`src/rtl/sha3_theta_elts_acc_if.sv`:
```
// Beat-in / theta-element-out handshake bundle for sha3_theta_elts_acc.
// The oparity member exists only when SHA3_THETA_PARITY_OUT_EN is defined.
interface sha3_theta_elts_acc_if #(
  parameter int LANE_W        = 64,
  parameter int ROWS_PER_BEAT = 5
);
  logic                                        ivalid;
  logic                                        iready;
  logic [ROWS_PER_BEAT-1:0][4:0][LANE_W-1:0]   irow;
  logic                                        iabort;
  logic                                        ovalid;
  logic                                        oready;
  logic [4:0][LANE_W-1:0]                      oelt;
`ifdef SHA3_THETA_PARITY_OUT_EN
  logic [4:0][LANE_W-1:0]                      oparity;

  modport master (output ivalid, irow, iabort, oready,
                  input  iready, ovalid, oelt, oparity);
  modport slave  (input  ivalid, irow, iabort, oready,
                  output iready, ovalid, oelt, oparity);
`else
  modport master (output ivalid, irow, iabort, oready,
                  input  iready, ovalid, oelt);
  modport slave  (input  ivalid, irow, iabort, oready,
                  output iready, ovalid, oelt);
`endif
endinterface

```
`src/rtl/sha3_theta_elts_acc.sv`:
```
// Keccak theta-element evaluator: accumulates column parities over NBEATS beats, emits D[x] one edge after
// the last beat; iready drops only while a finished C is blocked by a stalled output. Macro: SHA3_THETA_PARITY_OUT_EN.
module sha3_theta_elts_acc #(
  parameter int LANE_W        = 64,
  parameter int ROWS_PER_BEAT = 5
) (
  input  logic                  clk,
  input  logic                  rst,
  sha3_theta_elts_acc_if.slave  bus
);

  localparam int         NBEATS    = 5 / ROWS_PER_BEAT;
  localparam logic [2:0] LAST_BEAT = 3'(NBEATS - 1);

  typedef logic [LANE_W-1:0] lane_t;
  typedef lane_t [4:0]       plane_t;

  generate
    if (!(LANE_W == 8 || LANE_W == 16 || LANE_W == 32 || LANE_W == 64)) begin : g_bad_lane_w
      $error("sha3_theta_elts_acc: LANE_W must be 8, 16, 32 or 64");
    end
    if (!(ROWS_PER_BEAT == 1 || ROWS_PER_BEAT == 5)) begin : g_bad_rows
      $error("sha3_theta_elts_acc: ROWS_PER_BEAT must be 1 or 5");
    end
  endgenerate

  function automatic lane_t rotl1(input lane_t a);
    return {a[LANE_W-2:0], a[LANE_W-1]};
  endfunction

  logic [2:0] cnt_q, cnt_d;
  plane_t     acc_q, acc_d;
  plane_t     oelt_q, oelt_d;
  logic       c_full_q, c_full_d;
  logic       ovalid_q, ovalid_d;
`ifdef SHA3_THETA_PARITY_OUT_EN
  plane_t     par_q, par_d;
`endif

  plane_t     beat_par;
  logic       take;
  logic       last;
  logic       c_move;
  logic       iready;

  always_comb begin
    beat_par = '0;
    for (int r = 0; r < ROWS_PER_BEAT; r++) begin
      for (int x = 0; x < 5; x++) begin
        beat_par[x] = beat_par[x] ^ bus.irow[r][x];
      end
    end
  end

  // The move reads pre-edge acc, so a new first beat may overwrite acc on the same edge.
  assign c_move = c_full_q && (!ovalid_q || bus.oready);
  assign iready = !c_full_q || c_move;
  assign take   = bus.ivalid && iready && !bus.iabort;
  assign last   = (cnt_q == LAST_BEAT);

  always_comb begin
    cnt_d    = cnt_q;
    acc_d    = acc_q;
    c_full_d = c_full_q;

    if (bus.iabort) begin
      cnt_d = '0;
    end else if (take) begin
      cnt_d = last ? 3'd0 : cnt_q + 3'd1;
      acc_d = (cnt_q == 3'd0) ? beat_par : (acc_q ^ beat_par);
    end

    if (take && last) begin
      c_full_d = 1'b1;
    end else if (c_move) begin
      c_full_d = 1'b0;
    end
  end

  always_comb begin
    oelt_d   = oelt_q;
    ovalid_d = ovalid_q;
`ifdef SHA3_THETA_PARITY_OUT_EN
    par_d    = par_q;
`endif
    if (c_move) begin
      for (int x = 0; x < 5; x++) begin
        oelt_d[x] = acc_q[(x + 4) % 5] ^ rotl1(acc_q[(x + 1) % 5]);
      end
      ovalid_d = 1'b1;
`ifdef SHA3_THETA_PARITY_OUT_EN
      par_d    = acc_q;
`endif
    end else if (bus.oready) begin
      ovalid_d = 1'b0;
    end
  end

  always_ff @(posedge clk or negedge rst) begin
    if (!rst) begin
      cnt_q    <= '0;
      acc_q    <= '0;
      c_full_q <= 1'b0;
      ovalid_q <= 1'b0;
      oelt_q   <= '0;
`ifdef SHA3_THETA_PARITY_OUT_EN
      par_q    <= '0;
`endif
    end else begin
      cnt_q    <= cnt_d;
      acc_q    <= acc_d;
      c_full_q <= c_full_d;
      ovalid_q <= ovalid_d;
      oelt_q   <= oelt_d;
`ifdef SHA3_THETA_PARITY_OUT_EN
      par_q    <= par_d;
`endif
    end
  end

  assign bus.iready = iready;
  assign bus.ovalid = ovalid_q;
  assign bus.oelt   = oelt_q;
`ifdef SHA3_THETA_PARITY_OUT_EN
  assign bus.oparity = par_q;
`endif

endmodule

```
`src/flat_wrapper.sv`:
```
// flat-port wrapper written by rule: the top's interface ports become plain ports
module sha3_theta_elts_acc_flat 
#(
  parameter int LANE_W        = 64,
  parameter int ROWS_PER_BEAT = 5
)
  (clk, rst, bus_ivalid, bus_irow, bus_iabort, bus_oready, bus_iready, bus_ovalid, bus_oelt);
  sha3_theta_elts_acc_if #(.LANE_W(LANE_W), .ROWS_PER_BEAT(ROWS_PER_BEAT)) bus_i ();
  input  logic clk;
  input  logic rst;
  input wire logic [$bits(bus_i.ivalid)-1:0] bus_ivalid;
  input wire logic [$bits(bus_i.irow)-1:0] bus_irow;
  input wire logic [$bits(bus_i.iabort)-1:0] bus_iabort;
  input wire logic [$bits(bus_i.oready)-1:0] bus_oready;
  output wire logic [$bits(bus_i.iready)-1:0] bus_iready;
  output wire logic [$bits(bus_i.ovalid)-1:0] bus_ovalid;
  output wire logic [$bits(bus_i.oelt)-1:0] bus_oelt;
  assign bus_i.ivalid = bus_ivalid;
  assign bus_i.irow = bus_irow;
  assign bus_i.iabort = bus_iabort;
  assign bus_i.oready = bus_oready;
  assign bus_iready = bus_i.iready;
  assign bus_ovalid = bus_i.ovalid;
  assign bus_oelt = bus_i.oelt;
  sha3_theta_elts_acc #(.LANE_W(LANE_W), .ROWS_PER_BEAT(ROWS_PER_BEAT)) u_core (.clk(clk), .rst(rst), .bus(bus_i));
endmodule
```
`config.mk`:
```
export PLATFORM = sky130hd
export DESIGN_NAME = sha3_theta_elts_acc_flat
export DESIGN_NICKNAME = d
export VERILOG_FILES = /design/src/rtl/sha3_theta_elts_acc_if.sv /design/src/rtl/sha3_theta_elts_acc.sv /design/src/flat_wrapper.sv
export SDC_FILE = /design/constraint.sdc
export NUM_CORES = 2
export LEC_CHECK = 0
export CORE_AREA = 5 5 741 743
export DETAILED_ROUTE_END_ITERATION = 6
export DIE_AREA = 0 0 746 748
export GPL_TIMING_DRIVEN = 1
export HOLD_SLACK_MARGIN = 0.1
export PLACE_DENSITY = 0.3
export SYNTH_ARGS = -nofsm -noshare
export SYNTH_HDL_FRONTEND = slang
export SYNTH_SLANG_ARGS = --single-unit
```
`constraint.sdc`:
```
create_clock -name clk -period 2 [get_ports clk]
set_input_delay 0.2 -clock clk [delete_from_list [all_inputs] [get_ports clk]]
set_output_delay 0.2 -clock clk [all_outputs]
set_load 0.05 [all_outputs]
```
==> flow_summary.yaml <==
sta:
  max_freq_mhz: 444
  period_minus_slack_ps: 2250
  rsz0062_at_grt: "true"
  worst_slack_ps: -251
  skew_ps: 56.0
  hold_violations: 0
  slew_violations: 0
  worst_pin_slew_ps: 1030
  fin_crit_sh: 1.13
  relSlewSlack: 0.310
  holdWs_ps: 197
  finalSetupViolations: 221
synthesis:
  ys_seq_area_frac: 0.387
  syn_nets: 5335
  synth_edf_count: 0
  synth_warnings: 0
  synth_flop_cell: "dfrtp_1"
  synth_area_leaders: "dfrtp_1, xnor3_1, xnor2_1, xor2_1, a311oi_1"
  avgSynthCellArea_um2: 11.2
  synthDistinctLibCells: 24
  yosys.area.top_type: "dfrtp_1"
  ys_top_cells_by_count: "dfrtp_1, xnor2_1, nand2_1"
  synth_area_um2: 41700
  yosysMostFrequentCell: "dfrtp_1"
  netlist_instances: 3728
  synth.top_cell.area_share: 0.387
  async_flop_share: 1.00
  synth_seq_cells: 645
route:
  vias: 40600
  avgViaCountPerCell: 3.02
  detail_route.wl_per_cell_um: 29.3
  finalWirelength_mm: 394
  detail-route-antenna-nets: 0
  drc_errors: 0
  drtIter0Drc: 2465
  first_pass_iters: 6
placement:
  portBuffers: 1926
  hpwlAfterDp_mm: 352
  gp_congestion: 0.915
  dp_worst_setup_slack_ps: -698
  placed_cells: 13200
floorplanning:
  die_area_um2: 558000
  dieHeight_um: 748
  core_region_area_um2: 542000
  num_rows: 271
  die_w_um: 746
  initial_core_util: 0.0770
  io_pins: 1927
cts:
  cts_root_buffer: "clkbuf_16"
  htreeDepth: 3
  clock_path_buffers: 4
  cts_sinks: 645
  cts_tree: "yes"
  insertion_delay_ps: 810
  clk_pin_slew_ps: 60
  numCtsBuffers: 95
critical_path:
  critPathRequiredTime_ps: 2640
  path_class: "flip-flop to flip-flop"
  path_max_fanout: 35
  critPathArrivalTime_ps: 2900
  cp-end-kind: "flip-flop"
  cp-start-kind: "flip-flop"
global_routing:
  grt_max_degree: 90
  track_usage: 0.135
  grt_busiest_layer: "met2"
  grt_use_met2: 0.213
  grt_util_met3: 0.0886
  antenna_found_initial: 327
  grt_overflow: 0
  first_global_vias: 41300
  grt_pass1_wl_mm: 484
  met1_usage: 0.153
pwr:
  leakage_nw: 31.0
  ir_worst_vdd_mv: 0.758
  power_density_nw_per_um2: 1130
final_layout:
  nFillCells: 60900
  fin_cells: 13400
  multiInputGateArea_um2: 25400
  seqCellArea_um2: 16100
  nNetsFinal: 7699
  drive_gt1_frac: 0.193
  area_growth_pct: 87.1
status:
  failed_checks: "negative setup slack"
  outcome: "finished with violations"
run:
  drv_cap: 0
worst_hold_path:
  hp-class: "input port to asynchronous set/reset pin"
-- path summary, 6_finish.rpt --
kind | slack [ps] | cells past startpoint | to | startpoint
max in group asynchronous | 1040 | 4 | u_core.bus.oelt[144] | rst
min | 200 | 3 | u_core.acc_q[127] | rst
max reg2reg | -250 | 9 | u_core.acc_q[81] | u_core.cnt_q[1]
max | -250 | 9 | u_core.acc_q[81] | u_core.cnt_q[1]
min reg2reg | 480 | 2 | u_core.bus.oelt[167] | u_core.bus.oelt[167]
min in group clk | 280 | 4 | u_core.acc_q[4] | bus_irow[1284]
-- routing by layer --
layer  vias to the layer above  wire, um
met4                       194      8110
met1                     19600    152000
li1                      18000         -
met3                       591     58700
met5                         -      1260
met2                      2215    173000
-- kinds of logic (layout without fill, tap and decap cells) --
kind of cell | Yosys count | after routing | share of synthesized area
multiplexers | 3 | 3 | 0.000720
other | 0 | 44 | 0
AND/OR/NAND/NOR | 658 | 658 | 0.0603
adder cells (fa/ha/maj) | 2 | 2 | 0.000599
buffers and inverters | 178 | 2608 | 0.0186
XOR/XNOR | 1280 | 1280 | 0.374
AO/OA/AOI/OAI | 962 | 962 | 0.159
flip-flops | 645 | 645 | 0.387
-- report_power, final --
group	switching (mW)	internal, mW	leakage [nW]	total, mW
clock	7.32	10.4	1.54	17.7
combinational	27.8	17.1	21.2	44.9
sequential	7.56	18.1	8.23	25.7
total	42.7	45.6	31.0	88.3
-- cell usage in the layout, fill, tap and decap left out, types with 104 or more instances in the layout --
cell type	count
a21oi_1	216
a311oi_1	211
a311oi_2	107
buf_4	607
clkbuf_16	104
clkdlybuf4s50_1	1602
dfrtp_1	644
nand2_1	326
nor2_1	320
o21ai_0	320
xnor2_1	640
xnor3_1	320
xor2_1	319
-- stage by stage --
step | TNS [ps] | instance area, um^2 | utilization | power, mW
global route | -38790 | 78000 | 0.144 | 92.9
floorplan | -230 | 41800 | - | 46.5
detailed placement | -247760 | 73300 | 0.135 | 71.0
global placement | -240260 | 73300 | 0.135 | 70.8
CTS | -20910 | 77300 | 0.143 | 89.5
finish | -21530 | 78100 | 0.144 | 88.3
-- cell type report --
type	instances	share of cell area
Inverter	2	0.0000961
Sequential cell	645	0.207
Tap cell	7234	0.116
Clock buffer	126	0.0339
Timing Repair Buffer	2443	0.311
Multi-Input combinational cell	2905	0.325
Antenna cell	44	0.00141
Clock inverter	37	0.00607
-- registers in the layout (all words and copies together) (netlist names) --
| register | cells |
|---|---|
| u_core.acc_q | 320 |
| u_core.bus.oelt | 320 |
| u_core.cnt_q | 3 |
| u_core.bus.ovalid | 1 |
| u_core.c_full_q | 1 |
-- repair_timing --
item,CTS,global route
hold endpoints to repair,648,0
cloned,8,9
buffers inserted,9,9
pin swaps,34,34
resized for setup,381,103
setup endpoints to repair,368,322
hold buffers,5,0
-- worst max-delay path: stages, from the launching register on --
cell       delay (ps)
dfrtp_1           400
inv_2              80
ha_4              130
nor4bb_4          270
buf_4             170
nand2_8            70
buf_12            160
clkbuf_16         340
a21oi_1           150
a311oi_1           60
Power figures use the tool's default switching activity.
